<file path="src/rtl/mem_port_arbiter_pkg.sv">
// Shared encodings for the unified memory port arbiter: FSM states, grant owner,
// and the registered memory command payload.
package mem_arb_defs;

    localparam int unsigned STREAK_W = 4;
    localparam int unsigned TIMER_W  = 16;

    localparam logic [3:0] WEN_READ = 4'b0000;

    typedef enum logic [1:0] {
        IDLE   = 2'd0,
        BUSY_I = 2'd1,
        BUSY_D = 2'd2,
        RESP   = 2'd3
    } arb_state_t;

    typedef enum logic {
        GRANT_I = 1'b0,
        GRANT_D = 1'b1
    } grant_t;

    typedef struct packed {
        logic [31:0] addr;
        logic [31:0] wdata;
        logic [3:0]  wen;
    } mem_cmd_t;

endpackage

</file>
<file path="src/rtl/arb_wait_timer.sv">
// Wait-state counter for one memory access; tc_c flags the last allowed BUSY cycle.
module arb_wait_timer #(
    parameter int unsigned TIMEOUT_CYCLES = 255,
    parameter int unsigned WIDTH          = 16
) (
    input  logic             clk,
    input  logic             rst_n,
    input  logic             clr,
    input  logic             load,
    input  logic [WIDTH-1:0] load_val,
    input  logic             en,
    output logic             tc_c
);

    localparam logic [WIDTH-1:0] TERMINAL = WIDTH'(TIMEOUT_CYCLES - 1);

    logic [WIDTH-1:0] count_q;

    always_ff @(posedge clk or negedge rst_n) begin
        if (!rst_n) begin
            count_q <= '0;
        end else if (clr) begin
            count_q <= '0;
        end else if (load) begin
            count_q <= load_val;
        end else if (en) begin
            count_q <= count_q + WIDTH'(1);
        end
    end

    assign tc_c = (count_q == TERMINAL);

endmodule

</file>
<file path="src/rtl/mem_port_arbiter.sv">
// Two-requester arbiter for a single-port memory: data first, fetch forced through
// after MAX_D_STREAK data grants, wait-state timeout reported as a bus error.
module mem_port_arbiter
    import mem_arb_defs::*;
#(
    parameter int unsigned MAX_D_STREAK   = 4,
    parameter int unsigned TIMEOUT_CYCLES = 255
) (
    input  logic        clk,
    input  logic        rst_n,
    input  logic        if_req_i,
    input  logic [31:0] if_addr_i,
    output logic [31:0] if_rdata_o,
    output logic        if_ready_o,
    input  logic        d_req_i,
    input  logic [31:0] d_addr_i,
    input  logic [31:0] d_wdata_i,
    input  logic [3:0]  d_wen_i,
    output logic [31:0] d_rdata_o,
    output logic        d_ready_o,
    output logic        m_req_o,
    output logic [31:0] m_addr_o,
    output logic [31:0] m_wdata_o,
    output logic [3:0]  m_wen_o,
    input  logic [31:0] m_rdata_i,
    input  logic        m_ack_i,
    output logic        bus_err_o
);

    localparam logic [STREAK_W-1:0] STREAK_MAX = STREAK_W'(MAX_D_STREAK);

    arb_state_t          state_q, state_d;
    grant_t              grant_q, grant_d;
    logic [STREAK_W-1:0] streak_q, streak_d;
    mem_cmd_t            cmd_q, cmd_d;
    logic                m_req_q, m_req_d;
    logic                if_ready_q, if_ready_d;
    logic                d_ready_q, d_ready_d;
    logic                bus_err_q, bus_err_d;
    logic [31:0]         if_rdata_q, if_rdata_d;
    logic [31:0]         d_rdata_q, d_rdata_d;
    logic                busy_c;
    logic                tc_c;

    assign busy_c = (state_q == BUSY_I) || (state_q == BUSY_D);

    arb_wait_timer #(
        .TIMEOUT_CYCLES (TIMEOUT_CYCLES),
        .WIDTH          (TIMER_W)
    ) u_timer (
        .clk      (clk),
        .rst_n    (rst_n),
        .clr      (!busy_c),
        .load     (1'b0),
        .load_val ('0),
        .en       (busy_c && !m_ack_i),
        .tc_c     (tc_c)
    );

    always_ff @(posedge clk or negedge rst_n) begin
        if (!rst_n) begin
            state_q    <= IDLE;
            grant_q    <= GRANT_I;
            streak_q   <= '0;
            cmd_q      <= '0;
            m_req_q    <= 1'b0;
            if_ready_q <= 1'b0;
            d_ready_q  <= 1'b0;
            bus_err_q  <= 1'b0;
            if_rdata_q <= '0;
            d_rdata_q  <= '0;
        end else begin
            state_q    <= state_d;
            grant_q    <= grant_d;
            streak_q   <= streak_d;
            cmd_q      <= cmd_d;
            m_req_q    <= m_req_d;
            if_ready_q <= if_ready_d;
            d_ready_q  <= d_ready_d;
            bus_err_q  <= bus_err_d;
            if_rdata_q <= if_rdata_d;
            d_rdata_q  <= d_rdata_d;
        end
    end

    // Next state plus next values of every registered output.
    always_comb begin
        state_d    = state_q;
        grant_d    = grant_q;
        streak_d   = streak_q;
        cmd_d      = cmd_q;
        cmd_d.wen  = WEN_READ;
        m_req_d    = 1'b0;
        if_ready_d = 1'b0;
        d_ready_d  = 1'b0;
        bus_err_d  = 1'b0;
        if_rdata_d = if_rdata_q;
        d_rdata_d  = d_rdata_q;

        case (state_q)
            IDLE: begin
                if (!if_req_i) begin
                    streak_d = '0;
                end
                if (d_req_i && !(if_req_i && streak_q >= STREAK_MAX)) begin
                    state_d     = BUSY_D;
                    grant_d     = GRANT_D;
                    m_req_d     = 1'b1;
                    cmd_d.addr  = d_addr_i;
                    cmd_d.wdata = d_wdata_i;
                    cmd_d.wen   = d_wen_i;
                    if (if_req_i) begin
                        streak_d = streak_q + STREAK_W'(1);
                    end
                end else if (if_req_i) begin
                    state_d     = BUSY_I;
                    grant_d     = GRANT_I;
                    m_req_d     = 1'b1;
                    cmd_d.addr  = if_addr_i;
                    cmd_d.wdata = '0;
                    streak_d    = '0;
                end
            end
            BUSY_I, BUSY_D: begin
                // An ack on the terminal cycle wins over the timeout.
                if (m_ack_i || tc_c) begin
                    state_d   = RESP;
                    bus_err_d = !m_ack_i;
                    if (grant_q == GRANT_I) begin
                        if_ready_d = 1'b1;
                        if_rdata_d = m_ack_i ? m_rdata_i : '0;
                    end else begin
                        d_ready_d = 1'b1;
                        d_rdata_d = (m_ack_i && cmd_q.wen == WEN_READ) ? m_rdata_i : '0;
                    end
                end else begin
                    m_req_d   = 1'b1;
                    cmd_d.wen = cmd_q.wen;
                end
            end
            RESP: begin
                state_d = IDLE;
            end
        endcase
    end

    assign if_rdata_o = if_rdata_q;
    assign if_ready_o = if_ready_q;
    assign d_rdata_o  = d_rdata_q;
    assign d_ready_o  = d_ready_q;
    assign m_req_o    = m_req_q;
    assign m_addr_o   = cmd_q.addr;
    assign m_wdata_o  = cmd_q.wdata;
    assign m_wen_o    = cmd_q.wen;
    assign bus_err_o  = bus_err_q;

endmodule

</file>
<file path="config.mk">
export PLATFORM = sky130hd
export DESIGN_NAME = mem_port_arbiter
export DESIGN_NICKNAME = d
export VERILOG_FILES = /design/src/rtl/mem_port_arbiter_pkg.sv /design/src/rtl/arb_wait_timer.sv /design/src/rtl/mem_port_arbiter.sv
export SDC_FILE = /design/constraint.sdc
export NUM_CORES = 1
export LEC_CHECK = 0
export ABC_AREA = 1
export CAP_MARGIN = 20
export CORE_MARGIN = 8
export CORE_UTILIZATION = 45
export CTS_BUF_LIST = sky130_fd_sc_hd__clkbuf_8
export DETAILED_ROUTE_END_ITERATION = 8
export PLACE_DENSITY = 0.93
export SYNTH_ARGS = -nofsm -noshare
export SYNTH_HDL_FRONTEND = slang
export SYNTH_SLANG_ARGS = --single-unit
</file>
<file path="constraint.sdc">
create_clock -name clk -period 3.09 [get_ports clk]
set_input_delay 0.618 -clock clk [delete_from_list [all_inputs] [get_ports clk]]
set_output_delay 0.618 -clock clk [all_outputs]
set_load 0.01 [all_outputs]
</file>
# Yosys cells after proc, flatten, opt, wreduce, memory -nomap -nowiden
# Index checks and enable logic that the tools add are counted.
word_totals:
  wordCells: 69
  reg_bits: 159
  inputBits: 137
  output_inout_bits: 136
classes:
  add_sub_neg: 2
  eq_ne: 7
  mux: 29
  n_reduce_logical: 16
  order_cmp: 1
  bitwise_logic: 1
ops:
  columns: ["op", "count"]
  rows:
  - ["$mux W64", 2]
  - ["$mux W32", 2]
  - ["$mux W16", 2]
  - ["$add A16 B1 Y16 const B", 1]
  - ["$eq A16 B8 Y1 const B", 1]
  - ["$mux W4", 4]
  - ["$mux W1", 13]
  - ["$pmux W4 S2", 1]
  - ["$mux W2", 3]
  - ["$pmux W2 S3", 1]
  - ["$reduce_and A3 Y1", 2]
  - ["$add A4 B1 Y4 const B", 1]
  - ["$eq A2 B2 Y1 const B", 2]
  - ["$ge A4 B3 Y1 const B", 1]
  - ["$logic_and A1 B1 Y1", 4]
  - ["$logic_not A4 Y1", 1]
  - ["$reduce_and A2 Y1", 2]
  - ["$ne A3 B3 Y1 const B", 1]
  - ["$eq A2 B1 Y1 const B", 1]
  - ["$logic_not A1 Y1", 2]
  - ["$logic_not A2 Y1", 1]
  - ["$logic_or A1 B1 Y1", 2]
  - ["$ne A2 B1 Y1 const B", 1]
  - ["$ne A2 B2 Y1 const B", 1]
  - ["4 further kinds", 4]

# Depth between registers and ports, before layout
logic_depth:
  depth_word: 6
  depth_mapped: 10
  mapped_depth_nobuf: 9

# Modules after synthesis
# From an unflattened synthesis, not the netlist that was laid out.
unflattened:
  hier_cells: 955
  area_unflattened_um2: 7564.8
by_module_without_submodules:
  columns: ["module", "instances", "seq_area_each_um2", "cells_each", "area_per_inst_um2"]
  rows:
  - ["mem_port_arbiter", 1, 3578.4, 767, 6339.8]
  - ["arb_wait_timer", 1, 400.4, 188, 1224.9]

# Least setup slack after synthesis
# No wires, ideal clock.
synth_path:
  path_type: "flip-flop to flip-flop"
  start: "reg state_q[0]"
  end: "reg cmd_q (netlist bit m_wdata_o[15])"
  stages_incl_launch_ff: 9
  t_arrival_ps: 1537
  path_buffers: 2
  setup_slack_ps: 1432
  setup_time_ps: 121
  required_ps: 2969
  period_less_slack_ps: 1658
  path_cell_list: "dfrtp_1 > inv_1 > ha_1 > inv_2 > a21oi_4 > inv_2 > buf_2 > buf_2 > a22o_1"
synth_via:
  elab_chain_len: 2
synth_rtl:
  columns: ["item", "line_no", "source"]
  rows:
  - ["start, declared", "mem_port_arbiter.sv:32", "arb_state_t state_q, state_d;"]
  - ["start signal, assigned", "mem_port_arbiter.sv:73", "state_q <= state_d;"]
  - ["$logic_not A2 Y1", "mem_port_arbiter.sv:100", "case (state_q)"]
  - ["$reduce_and A2 Y1 (no source line)", null, null]
  - ["end signal, assigned", "mem_port_arbiter.sv:76", "cmd_q <= cmd_d;"]
  - ["end, declared", "mem_port_arbiter.sv:35", "mem_cmd_t cmd_q, cmd_d;"]
# No other way between the ends.
# A chain may end at the register's enable or synchronous reset.

# Worst setup path after layout
layout_path:
  start: "reg u_timer.count_q[0]"
  end: "reg d_rdata_q[2] (netlist: d_rdata_o[2])"
layout_via:
  elab_chain_len: 3
layout_rtl:
  columns: ["item", "line_no", "source"]
  rows:
  - ["start, declared", "arb_wait_timer.sv:17", "logic [WIDTH-1:0] count_q;"]
  - ["start signal, assigned", "arb_wait_timer.sv:25", "count_q <= load_val;"]
  - ["start signal, assigned", "arb_wait_timer.sv:27", "count_q <= count_q + WIDTH'(1);"]
  - ["$eq A16 B8 Y1", "arb_wait_timer.sv:31", "assign tc_c = (count_q == TERMINAL);"]
  - ["$logic_or A1 B1 Y1", "mem_port_arbiter.sv:126", "if (m_ack_i || tc_c) begin"]
  - ["$reduce_and A3 Y1 (no source line)", null, null]
  - ["end signal, assigned", "mem_port_arbiter.sv:82", "d_rdata_q <= d_rdata_d;"]
  - ["end, declared", "mem_port_arbiter.sv:41", "logic [31:0] d_rdata_q, d_rdata_d;"]
# No other way between the ends.

==> impl_summary.md <==
Floorplan
The count of standard-cell rows is 45. The I/O pin total is 273. The die is 140.7 um tall.

The initial cell density of the core is 46.01%. The die is 140.7 um wide. The die covers 19790 um^2. In this run the standard cell core region covers 15200 um^2.

Finish
The number of fill cells in the layout is 1084. The fraction of final layout cells with drive strength greater than 1 is 5.342%. 0 antenna diodes ended up in the layout. The area growth from synthesis to layout is 46.74%.

The net count of the finished layout is 1197.

Worst hold path
The type of the tightest min-delay check is input pin to asynchronous set/reset pin.

Drt
The total length of routed wires is 22890 um. Once detail routing completed, the nets flagged for antenna violations numbered 0. For this run, the detailed router's first-pass iteration total came to 5. Using the TritonRoute via totals, the vias-per-cell ratio works out to 5.386. The detailed router finished its first iteration with 416 violations. The routed layout has 6760 vias.

In the final routed layout, each cell accounts on average for 18.24 um. In the routed design, unresolved DRC markers number 0.

Power and ir drop
The maximum resistive drop on vdd is 0.5762 mV. The part of the power in registers is 35.8%. The share of total power dissipated in the clock network is 15.5%. The combinational cell fraction of total power is 48.7%.

In this run switching power makes up 40.55% of total power. Summed over all cells, the static leakage comes to 0.004826 uW. The power density normalized to cell area is 930.1 nW/um^2.

The internal power summed over all cells is 5675 uW. The net switching power is 3871 uW.

Placement
Input and output buffers added on the ports amount to 272. The placed wire-length estimate after detailed placement is 16910 um. The minimum setup slack after placement is 0.6105 ns. The final weighted congestion of routability-driven global placement is 0.8107.

Clock tree
The number of levels in the clock H-tree is 4. The longest clock path from root to sink contains 2 buffers. The clock transition at the register clock pins on the worst setup and hold paths after CTS is 0.10 ns. The post-cts sizing count is 0. The number of sinks on the clock net is 159.

The number of buffers inserted by post-CTS setup repair is 0. TritonCTS built the clock tree. The number of buffers added by the clock tree synthesis step is 17. The quantity of hold-fixing buffers added after cts is 0. The later pin in the worst-skew pair is clocked with a latency of 0.45 ns. The tree is rooted in a clkbuf_8.

Worst setup path
In this run the worst path has a maximum fanout of 33. The master of the slowest instance on the critical path is nand3_2. The setup path with the least slack is of type flip-flop to flip-flop. The most critical setup path has its startpoint at u_timer.count_q[0]$_DFFE_PN0P_. Together, buffers and inverters on the worst path number 1. The worst endpoint required time is 3.42 ns.

The cell class contributing the biggest share of worst-path delay is simple AND/OR/NAND/NOR gates. The startpoint identified for the worst register-to-register timing path is u_timer.count_q[0]$_DFFE_PN0P_. STA puts the critical path data arrival time at 2.61 ns. By instance count, the cell type seen most on the critical path is nand2_1. STA classifies the critical path startpoint as a flip-flop. For this run, the slowest stage of the critical path takes 0.57 ns. The critical path goes through inv_1 > ha_1 > nand2_1 > nor2_1 > nand2_1 > nand2_2 > nand3_2 > nand2_1 > nand2_1. The capturing element type of the critical path is a flip-flop.

Timing
The smallest clock period supported by the final layout is computed as 2.283 ns. Setup violations remaining at the end of the flow were counted as 0. The setup TNS is 0 ns. The slew at the pin closest to its max-slew limit is 0.7158 ns. After layout, the worst path uses 73.89% of the clock period. The headroom to the max-slew limit is 52.23%. Timing would allow up to 438.0 MHz. The max-slew violation count was 0. The slack of the critical path is 0.8067 ns.

The worst clock skew is 0.01474 ns. Setup repair after global routing left no endpoint under its margin. The count of final hold-check violations is 0.

Global route
The first global-routing pass estimated 36290 um of wire. The number of antenna violations at the first check in global routing came to 0. The maximum number of pins on one net before global-route repair is 75.

The number of global-route vias before repair is 6794. The total global routing track utilization is 22.98%. After global routing the overflow that remains totals 0.

Synth
The count of yosys warnings during synthesis is 0. The register area share after synthesis is 56.89%. The net count after synthesis is 941. The total standard cell area after synthesis is 6994 um^2. The post-synthesis cell type count is 26.

The cell count after synthesis is 798. The synthesized area per cell is 8.765 um^2. After synthesis the netlist holds a flip-flop and latch count of 159.

Run
The max-cap check violation count is 0.

Status
The flow ran to the end, and the final reports show no timing, DRC or antenna violations.
-- logic make-up (layout without fill, tap and decap cells) --
| logic type | count (synthesis) | after routing | synth area share [%] |
|---|---|---|---|
| multiplexers | 2 | 2 | 0.2862 |
| AND/OR/NAND/NOR | 388 | 388 | 23.99 |
| adder cells (fa/ha/maj) | 6 | 6 | 1.073 |
| AO/OA/AOI/OAI | 127 | 127 | 11.07 |
| XOR/XNOR | 1 | 1 | 0.1252 |
| buffers and inverters | 115 | 384 | 6.565 |
| flip-flops | 159 | 159 | 56.89 |
-- flip-flops by register name, indices dropped and copies added (netlist names) --
| register | cells |
|---|---|
| if_ready_o | 1 |
| m_req_o | 1 |
| d_ready_o | 1 |
| streak_q | 4 |
| d_rdata_o | 32 |
| m_wen_o | 4 |
| state_q | 2 |
| u_timer.count_q | 16 |
| if_rdata_o | 32 |
| m_addr_o | 32 |
| bus_err_o | 1 |
| m_wdata_o | 32 |
| grant_q | 1 |
-- metrics by stage --
stage	hold WS, ns	cell area (um^2)	total power, uW	instances	utilization, %
6_report	0.1769	10260	9546	1255	67.51
2_1_floorplan	0.3224	6994	5611	798	-
4_1_cts	0.1798	10240	9582	1254	67.38
3_5_place_dp	0.4614	9862	8082	1222	64.87
5_1_grt	0.2062	10260	10150	1255	67.51
3_3_place_gp	0.4524	9862	7900	1222	64.87
-- synth_stat cells --
cell type | n | share of area (%)
nor3b_1 | 2 | 0.21
ha_1 | 6 | 1.1
o31ai_1 | 1 | 0.11
inv_2 | 2 | 0.11
o21ai_0 | 12 | 0.86
a22o_1 | 32 | 4.0
a31oi_1 | 2 | 0.18
nand3_1 | 18 | 1.3
xor2_1 | 1 | 0.13
mux2i_1 | 2 | 0.29
nor3_1 | 3 | 0.21
clkinv_1 | 3 | 0.16
dfrtp_1 | 159 | 57
o21bai_1 | 1 | 0.11
nor2_2 | 1 | 0.090
a21oi_4 | 1 | 0.23
nand4_1 | 68 | 6.1
nand2_1 | 201 | 11
a21oi_1 | 78 | 5.6
buf_2 | 22 | 1.6
nand3_2 | 2 | 0.29
buf_1 | 1 | 0.054
nand2_2 | 1 | 0.090
clkbuf_1 | 28 | 1.5
nor2_1 | 92 | 4.9
inv_1 | 59 | 3.2
-- placed cells by master, fill, tap and decap left out, types with 5 or more instances in the layout --
cell / count
clkbuf_8: 17
nand2_1: 201
dfrtp_1: 159
a21oi_1: 78
buf_4: 14
o21ai_0: 12
nand4_1: 68
a22o_1: 32
inv_1: 59
nand3_1: 18
clkdlybuf4s50_1: 271
ha_1: 5
nor2_1: 92
-- area by class of cell --
cell class	count	area, um^2	area share (%)
multi-input combinational	524	2559	24.93
sequential	159	3979	38.77
clock buffer	17	234.0	2.280
clock inverter	15	147.6	1.439
timing repair buffer	288	2869	27.95
tap	188	235.2	2.292
inverter	64	240.2	2.341
-- metal layers --
metal  wire, um  track usage (%)  vias to the layer above
met4        397            6.674                        0
met2      11110            37.77                      364
met5          0                0                        -
li1           -                -                     3151
met1       8664            26.90                     3219
met3       2722            9.858                       26
-- final timing paths --
check,end,slack [ns],cells past startpoint
worst max-delay path,d_rdata_o[2]$_DFFE_PN0P_,0.81,9
worst min-delay path,d_ready_o$_DFF_PN0_,0.18,1
worst max register to register,d_rdata_o[2]$_DFFE_PN0P_,0.81,9
worst min register to register,if_rdata_o[0]$_DFFE_PN0P_,0.48,2
max in group asynchronous,m_addr_o[12]$_DFFE_PN0P_,2.17,2
min in group clk,if_rdata_o[0]$_DFFE_PN0P_,0.48,2
-- power groups by stage --
stage / sequential (uW) / clock, uW / combinational (uW)
after floorplan: 3700 / 0 / 1910
after detailed placement: 3450 / 0 / 4640
after CTS: 3410 / 1520 / 4650
after global routing: 3500 / 1620 / 5030
final: 3420 / 1480 / 4650
after global placement: 3410 / 0 / 4490
Power figures use the tool's default switching activity.
